### config.mk
export PLATFORM = sky130hd
export DESIGN_NAME = fetch_prefetch_unit_flat
export DESIGN_NICKNAME = d
export VERILOG_FILES = /design/src/rtl/fetch_prefetch_if.sv /design/src/rtl/fetch_prefetch_unit.sv /design/src/flat_wrapper.sv
export SDC_FILE = /design/constraint.sdc
export NUM_CORES = 1
export LEC_CHECK = 0
export ABC_AREA = 1
export ABC_CLOCK_PERIOD_IN_PS = 5300
export BUFFER_PORTS_ARGS = -buffer_cell sky130_fd_sc_hd__buf_2
export CELL_PAD_IN_SITES_DETAIL_PLACEMENT = 0
export CELL_PAD_IN_SITES_GLOBAL_PLACEMENT = 1
export CORE_ASPECT_RATIO = 0.9
export CORE_MARGIN = 8
export CORE_UTILIZATION = 45
export CTS_CLUSTER_SIZE = 12
export DETAILED_ROUTE_END_ITERATION = 12
export HOLD_SLACK_MARGIN = 0.06
export PLACE_DENSITY = 0.88
export SLEW_MARGIN = 20
export SYNTH_ARGS = -nofsm -noshare
export SYNTH_HDL_FRONTEND = slang
export SYNTH_SLANG_ARGS = --single-unit
### constraint.sdc
create_clock -name clk -period 5.3 [get_ports clk]
set_clock_uncertainty 0.1 [all_clocks]
set_input_delay 0.795 -clock clk [delete_from_list [all_inputs] [get_ports clk]]
set_output_delay 0.795 -clock clk [all_outputs]
set_load 0.01 [all_outputs]
### src/rtl/fetch_prefetch_if.sv
// Bundles the instruction-memory request channel and the IF/ID handoff of the fetch stage.
interface fetch_prefetch_if #(
  parameter int XLEN = 32
);
  logic            imem_req;
  logic [XLEN-1:0] imem_addr;
  logic            imem_ack;
  logic [31:0]     imem_rdata;
  logic            if_id_valid;
  logic [31:0]     if_id_instr;
  logic [XLEN-1:0] if_id_pc_plus4;
  logic            if_id_ready;

  modport master (
    output imem_req, imem_addr, if_id_valid, if_id_instr, if_id_pc_plus4,
    input  imem_ack, imem_rdata, if_id_ready
  );

  modport slave (
    input  imem_req, imem_addr, if_id_valid, if_id_instr, if_id_pc_plus4,
    output imem_ack, imem_rdata, if_id_ready
  );
endinterface

### src/rtl/fetch_prefetch_unit.sv
// Instruction-fetch stage: owns the PC, issues single-outstanding memory reads and buffers
// fetched words in a small circular prefetch queue feeding decode.
module fetch_prefetch_unit #(
  parameter int              XLEN     = 32,
  parameter int              DEPTH    = 4,
  parameter logic [XLEN-1:0] RESET_PC = '0,
  parameter int              PC_STEP  = 4
) (
  input  logic                     clk,
  input  logic                     rst_n,
  input  logic                     redirect,
  input  logic [XLEN-1:0]          redirect_pc,
  fetch_prefetch_if.master         bus,
  output logic [$clog2(DEPTH):0]   queue_count
);

  localparam int AW = $clog2(DEPTH);
  localparam int CW = AW + 1;
  localparam logic [CW-1:0] DEPTH_C = CW'(DEPTH);

  typedef enum logic [1:0] {IDLE, WAIT, DISCARD} state_t;

  state_t          state, state_next;
  logic [XLEN-1:0] fetch_pc, req_addr, addr_plus, redirect_aligned;
  logic [31:0]     instr_mem [DEPTH];
  logic [XLEN-1:0] pc4_mem   [DEPTH];
  logic [AW-1:0]   rd_ptr, wr_ptr;
  logic [CW-1:0]   count, count_after;
  logic            valid, ack, push, pop;

  assign valid            = (count != '0);
  assign ack              = bus.imem_ack && (state != IDLE);
  assign push             = (state == WAIT) && ack && !redirect;
  assign pop              = valid && bus.if_id_ready && !redirect;
  assign count_after      = count - CW'(pop) + CW'(push);
  assign addr_plus        = req_addr + XLEN'(PC_STEP);
  assign redirect_aligned = redirect_pc & ~XLEN'(3);

  // The address is held in req_addr once a request is live, so a redirect can move
  // fetch_pc without disturbing the outstanding read.
  assign bus.imem_req       = (state != IDLE);
  assign bus.imem_addr      = (state == IDLE) ? fetch_pc : req_addr;
  assign bus.if_id_valid    = valid;
  assign bus.if_id_instr    = valid ? instr_mem[rd_ptr] : 32'h0;
  assign bus.if_id_pc_plus4 = valid ? pc4_mem[rd_ptr] : '0;
  assign queue_count        = count;

  always_comb begin
    state_next = state;
    unique case (state)
      IDLE: begin
        if (!redirect && count < DEPTH_C) state_next = WAIT;
      end
      WAIT: begin
        if (redirect)  state_next = ack ? IDLE : DISCARD;
        else if (ack)  state_next = (count_after < DEPTH_C) ? WAIT : IDLE;
      end
      DISCARD: begin
        if (ack) state_next = IDLE;
      end
      default: state_next = IDLE;
    endcase
  end

  always_ff @(posedge clk or negedge rst_n) begin
    if (!rst_n) begin
      state    <= IDLE;
      fetch_pc <= RESET_PC;
      req_addr <= RESET_PC;
    end else begin
      state <= state_next;
      if (redirect)  fetch_pc <= redirect_aligned;
      else if (push) fetch_pc <= fetch_pc + XLEN'(PC_STEP);
      if (state == IDLE && state_next == WAIT) req_addr <= fetch_pc;
      else if (push)                           req_addr <= addr_plus;
    end
  end

  // Redirect outranks push and pop: the whole queue is dropped on that edge.
  always_ff @(posedge clk or negedge rst_n) begin
    if (!rst_n) begin
      rd_ptr <= '0;
      wr_ptr <= '0;
      count  <= '0;
    end else if (redirect) begin
      rd_ptr <= '0;
      wr_ptr <= '0;
      count  <= '0;
    end else begin
      if (push) wr_ptr <= wr_ptr + AW'(1);
      if (pop)  rd_ptr <= rd_ptr + AW'(1);
      count <= count_after;
    end
  end

  always_ff @(posedge clk) begin
    if (push) begin
      instr_mem[wr_ptr] <= bus.imem_rdata;
      pc4_mem[wr_ptr]   <= addr_plus;
    end
  end

endmodule

### src/flat_wrapper.sv
// flat-port wrapper written by rule: the top's interface ports become plain ports
module fetch_prefetch_unit_flat 
#(
  parameter int              XLEN     = 32,
  parameter int              DEPTH    = 4,
  parameter logic [XLEN-1:0] RESET_PC = '0,
  parameter int              PC_STEP  = 4
)
  (clk, rst_n, redirect, redirect_pc, queue_count, bus_imem_req, bus_imem_addr, bus_if_id_valid, bus_if_id_instr, bus_if_id_pc_plus4, bus_imem_ack, bus_imem_rdata, bus_if_id_ready);
  fetch_prefetch_if #(.XLEN(XLEN)) bus_i ();
  input  logic clk;
  input  logic rst_n;
  input  logic redirect;
  input  logic [XLEN-1:0] redirect_pc;
  output logic [$clog2(DEPTH):0] queue_count;
  output wire logic [$bits(bus_i.imem_req)-1:0] bus_imem_req;
  output wire logic [$bits(bus_i.imem_addr)-1:0] bus_imem_addr;
  output wire logic [$bits(bus_i.if_id_valid)-1:0] bus_if_id_valid;
  output wire logic [$bits(bus_i.if_id_instr)-1:0] bus_if_id_instr;
  output wire logic [$bits(bus_i.if_id_pc_plus4)-1:0] bus_if_id_pc_plus4;
  input wire logic [$bits(bus_i.imem_ack)-1:0] bus_imem_ack;
  input wire logic [$bits(bus_i.imem_rdata)-1:0] bus_imem_rdata;
  input wire logic [$bits(bus_i.if_id_ready)-1:0] bus_if_id_ready;
  assign bus_imem_req = bus_i.imem_req;
  assign bus_imem_addr = bus_i.imem_addr;
  assign bus_if_id_valid = bus_i.if_id_valid;
  assign bus_if_id_instr = bus_i.if_id_instr;
  assign bus_if_id_pc_plus4 = bus_i.if_id_pc_plus4;
  assign bus_i.imem_ack = bus_imem_ack;
  assign bus_i.imem_rdata = bus_imem_rdata;
  assign bus_i.if_id_ready = bus_if_id_ready;
  fetch_prefetch_unit #(.XLEN(XLEN), .DEPTH(DEPTH), .RESET_PC(RESET_PC), .PC_STEP(PC_STEP)) u_core (.clk(clk), .rst_n(rst_n), .redirect(redirect), .redirect_pc(redirect_pc), .bus(bus_i), .queue_count(queue_count));
endmodule
After elaboration in Yosys (flattened, before gate mapping)
Memories as Yosys holds them, arrays and structs flattened.
Index checks and enable logic that the tools add are counted.
{"block": "word_totals", "regBits": 73, "ram_bits": 256, "in_bits": 69, "output_inout_bits": 101, "n_memories": 2}
{"block": "op_classes", "n_addsub": 6, "n_lt_le_gt_ge": 2, "eq_ne": 3, "n_mux": 21, "n_reduce_logical": 14}
{"name": "u_core.instr_mem", "depth": 4, "word_bits": 32, "rd": 1, "rd_clocked_by_memory_dff": 0, "write_ports": 1, "line": "fetch_prefetch_unit.sv:25", "source": "logic [31:0] instr_mem [DEPTH];"}
{"name": "u_core.pc4_mem", "depth": 4, "word_bits": 32, "rd": 1, "rd_clocked_by_memory_dff": 0, "write_ports": 1, "line": "fetch_prefetch_unit.sv:26", "source": "logic [XLEN-1:0] pc4_mem [DEPTH];"}
{"op": "two-way mux 32 bit", "n": 7}
{"op": "adder 32 x 3 -> 32 bit (second input constant)", "n": 2}
{"op": "two-way mux 2 bit", "n": 9}
{"op": "nonzero test 2 bit", "n": 4}
{"op": "logical AND 1 bit", "n": 7}
{"op": "< comparator 3 bit (second input constant)", "n": 2}
{"op": "case mux 2 bit (3 select lines)", "n": 1}
{"op": "adder 2 x 1 -> 2 bit (second input constant)", "n": 2}
{"op": "equality test 2 x 1 -> 1 bit (second input constant)", "n": 2}
{"op": "adder 3 x 1 -> 3 bit", "n": 1}
{"op": "two-way mux 1 bit", "n": 3}
{"op": "two-way mux 3 bit", "n": 1}
{"op": "nonzero test 3 bit", "n": 1}
{"op": "subtractor 3 x 1 -> 3 bit", "n": 1}
{"op": "equality test 2 bit (second input constant)", "n": 1}
{"op": "zero test 2 bit", "n": 1}
{"op": "zero test 1 bit", "n": 1}

Logic depth before layout (Yosys ltp)
{"block": "logic_depth", "ltp_word": 13, "ltp_mapped": 14, "depth_no_buf": 14}

Least setup slack after synthesis
OpenSTA, ideal clock, no wires.
{"block": "synth_path", "kind": "input to register", "from": "in redirect", "to": "mem u_core.instr_mem[0][0], enable pin", "setup_ps": 482, "arrival_time_ps": 3925, "t_required_ps": 4718, "path_slack_ps": 793, "cell_stages": 5, "n_path_buf": 2, "path_cell_list": "buf_2 > inv_1 > nand3_1 > buf_4 > nor2_1"}
{"block": "synth_via", "elab_chain_cells": 4}
{"element": "start, declared", "line": "flat_wrapper.sv:13", "source": "input logic redirect;"}
{"element": "zero test 1 bit", "line": "fetch_prefetch_unit.sv:33", "source": "assign push = (state == WAIT) && ack && !redirect;"}
{"element": "logical AND 1 bit", "line": "fetch_prefetch_unit.sv:33"}
{"element": "two-way mux 1 bit", "line": "fetch_prefetch_unit.sv:97", "source": "if (push) begin"}
{"element": "two-way mux 1 bit (not written as such)", "line": "fetch_prefetch_unit.sv:98", "source": "instr_mem[wr_ptr] <= bus.imem_rdata;"}
{"element": "end, declared", "line": "fetch_prefetch_unit.sv:25"}
Every way passes these cells.

Final worst setup path
{"block": "layout_path", "from": "reg u_core.rd_ptr[0]", "to": "out bus_if_id_pc_plus4[9]"}
{"block": "layout_via", "elab_chain_cells": 2}
{"element": "start, declared", "line": "fetch_prefetch_unit.sv:27", "source": "logic [AW-1:0] rd_ptr, wr_ptr;"}
{"element": "start signal, assigned", "line": "fetch_prefetch_unit.sv:91", "source": "if (pop) rd_ptr <= rd_ptr + AW'(1);"}
{"element": "memory read (4 x 32 bit)"}
{"element": "two-way mux 32 bit", "line": "fetch_prefetch_unit.sv:45", "source": "assign bus.if_id_pc_plus4 = valid ? pc4_mem[rd_ptr] : '0;"}
{"element": "end, declared", "line": "flat_wrapper.sv:20", "source": "output wire logic [$bits(bus_i.if_id_pc_plus4)-1:0] bus_if_id_pc_plus4;"}
Every way passes these cells.

==> impl_metrics.json <==
{
  "status": "complete, no violations",
  "p_total_w": 0.00822,
  "synth_edf_count": 248,
  "start_kind": "register",
  "async_flop_share_pct": 21.8,
  "end_kind": "output port",
  "power.density_nw_per_um2": 483,
  "fin_crit_ns": 3.70,
  "drt-total-wl_um": 38300,
  "drcViolationCount": 0,
  "fillers": 2958,
  "drv_slew": 0,
  "post-cts-setup-buffers": 0,
  "gr-total-overflow": 0,
  "yosysMostFrequentCell": "nor2_1",
  "fin_crit_sh_pct": 69.9,
  "cp_data_required_time_ns": 4.41,
  "drtPass1Iterations": 6,
  "place_congestion": 0.913,
  "synth.area.top_cells": "edfxtp_1 (50%), dfrtp_1 (12%), nor2_1 (9.2%), nand2_1 (8.9%), o21ai_0 (5.8%)",
  "globalRouteTotalUtil_pct": 19.4,
  "antenna_found_initial": 0,
  "drtIter0Drc": 950,
  "cts_root_buf": "clkbuf_16",
  "synth_warnings": 0,
  "post_drt_wl_per_cell_um": 17.6,
  "fin_tns_setup_ns": 0,
  "synth_top_area_share_pct": 50.4,
  "synth_top_area_cell": "edfxtp_1",
  "io_pins": 170,
  "cts_tree": "yes",
  "die_w_um": 207,
  "grt_pass1_wl_um": 60800,
  "yosys-top-cells-count": "nor2_1 (362), nand2_1 (349), edfxtp_1 (248)",
  "numCtsBuffers": 35,
  "synth.avg_cell_area_um2": 9.30,
  "critPathArrivalTime_ns": 2.81,
  "num_vias": 11346,
  "grt_pass1_vias": 11138,
  "netlist_instances": 1589,
  "coreArea_um2": 32600,
  "synth_seq_area_share_pct": 62.1,
  "multiInputGateArea_um2": 4950,
  "cts.sinks": 317,
  "dieHeight_um": 188,
  "whs_ns": 0.207,
  "grt_max_degree": 88,
  "critPathKind": "reg2out",
  "rows": 63,
  "htreeDepth": 2,
  "max_clock_freq_mhz": 270,
  "drive_gt1_share_pct": 14.1,
  "crit_path_cell_trace": "inv_2 > buf_12 > o21ai_0 > a21oi_1 > buf_2",
  "synth.distinct_cells": 36,
  "ant_nets": 0,
  "cts_buffer_depth": 3,
  "ys_ff_latch": 317,
  "relSlewSlack_pct": 37.3,
  "finalHoldViolations": 0,
  "regArea_um2": 9180,
  "synth_ff_type": "edfxtp_1",
  "start_util_pct": 45.3,
  "cpPeakStageDelay_ns": 0.74,
  "dp.final_hpwl_um": 25200,
  "portBuffers": 163,
  "slowest_stage": "inv_2",
  "clkLatencyLatePin_ns": 0.53,
  "worstPathMaxFanout": 67,
  "antenna_cells": 0,
  "hold_class": "in2async",
  "rsz0062_at_grt": "no",
  "die-area_um2": 38900,
  "vias_per_cell": 5.21,
  "finalSetupViolCount": 0,
  "cts_resized": 0,
  "maxCapViolCount": 0,
  "clk_pin_slew_ns": 0.06,
  "syn-cell-area_um2": 14800,
  "worst_slew_pin_slew_ns": 0.940,
  "nets": 1809,
  "hold_buffers": 0,
  "area_growth_pct": 15.2,
  "ir_worst_vdd_mv": 0.280,
  "power.leakage_nw": 6.72
}
[sequential cells by signal, indices dropped and copies added (netlist names)]
signal              flops
u_core.instr_mem      128
u_core.fetch_pc        30
u_core.pc4_mem        120
u_core.rd_ptr           2
u_core.queue_count      3
u_core.wr_ptr           2
u_core.req_addr        30
u_core.state            2
[worst max-delay path: cells and delay by family, from the launching register on]
kind	cells	cell delay (ns)
AOI/OAI and AO/OA	2	0.36
DFF	1	0.65
buffers and inverters	3	1.26
[layout make-up]
cell class | count | area share, %
clock buffers | 49 | 5.45
clock inverters | 14 | 0.757
inverters | 96 | 2.12
multi-input cells | 1104 | 29.1
flip-flops and latches | 317 | 53.9
well taps | 422 | 3.10
repair buffers | 177 | 5.56
[where the power goes]
part	total (W)	switching, W	internal, W
logic	0.00261	0.00181	0.000797
registers	0.00334	0.000284	0.00305
clock network	0.00227	0.000983	0.00129
[kinds of logic after synthesis]
| logic type | Yosys count | synth area share [%] |
|---|---|---|
| XOR/XNOR | 19 | 1.13 |
| buffers and inverters | 171 | 4.81 |
| AO/OA/AOI/OAI | 263 | 9.26 |
| AND/OR/NAND/NOR | 809 | 21.9 |
| other | 1 | 0.0254 |
| flip-flops | 317 | 62.1 |
| adder cells (fa/ha/maj) | 9 | 0.813 |
[worst paths after layout]
kind / from / endpoint / slack (ns) / depth (start not counted)
worst max-delay path: u_core.rd_ptr[0]$_DFFE_PN0P_ / bus_if_id_pc_plus4[9] / 1.60 / 5
worst min-delay path: rst_n / u_core.fetch_pc[16]$_DFFE_PN0N_ / 0.21 / 1
worst max register to register: u_core.queue_count[1]$_DFF_PN0_ / u_core.state[0]$_DFF_PN0_ / 2.55 / 14
worst min register to register: u_core.req_addr[31]$_DFFE_PN0P_ / u_core.req_addr[31]$_DFFE_PN0P_ / 0.45 / 2
max in group asynchronous: rst_n / u_core.rd_ptr[0]$_DFFE_PN0P_ / 3.78 / 2
min in group clk: redirect_pc[24] / u_core.fetch_pc[24]$_DFFE_PN0N_ / 0.38 / 3
[per-layer routing]
| metal | track usage (%) | up-vias | part of all wire [%] |
|---|---|---|---|
| met3 | 3.19 | 80 | 5.8 |
| met1 | 26.5 | 5327 | 45 |
| met5 | 0 | - | 0 |
| met2 | 31.2 | 362 | 46 |
| li1 | - | 5577 | - |
| met4 | 6.70 | 0 | 3.1 |
[through the flow]
step / utilization, % / area, um^2 / setup WS, ns / std cells
3_3_place_gp: 48.9 / 16000 / 1.84 / 2116
4_1_cts: 52.2 / 17000 / 1.54 / 2179
6_report: 52.2 / 17000 / 1.60 / 2179
2_1_floorplan: - / 14800 / 0.793 / 1592
3_5_place_dp: 48.9 / 16000 / 1.81 / 2116
5_1_grt: 52.2 / 17000 / 1.35 / 2179
[cell usage in the layout (no fill, tap or decap), types with 8 or more instances in the layout]
master,Yosys,layout
a21oi_1,70,70
xor2_1,19,19
ha_1,8,8
buf_4,13,12
nor2_4,5,10
o211ai_1,10,10
o21ai_0,170,170
nand2_1,349,349
nor2_1,362,357
nand3_1,76,76
buf_2,14,163
clkinv_1,1,8
inv_1,90,90
dfrtp_1,69,67
edfxtp_1,248,248
clkbuf_16,0,35
clkbuf_1,44,14
No activity file was read; power rests on OpenSTA's default activity.
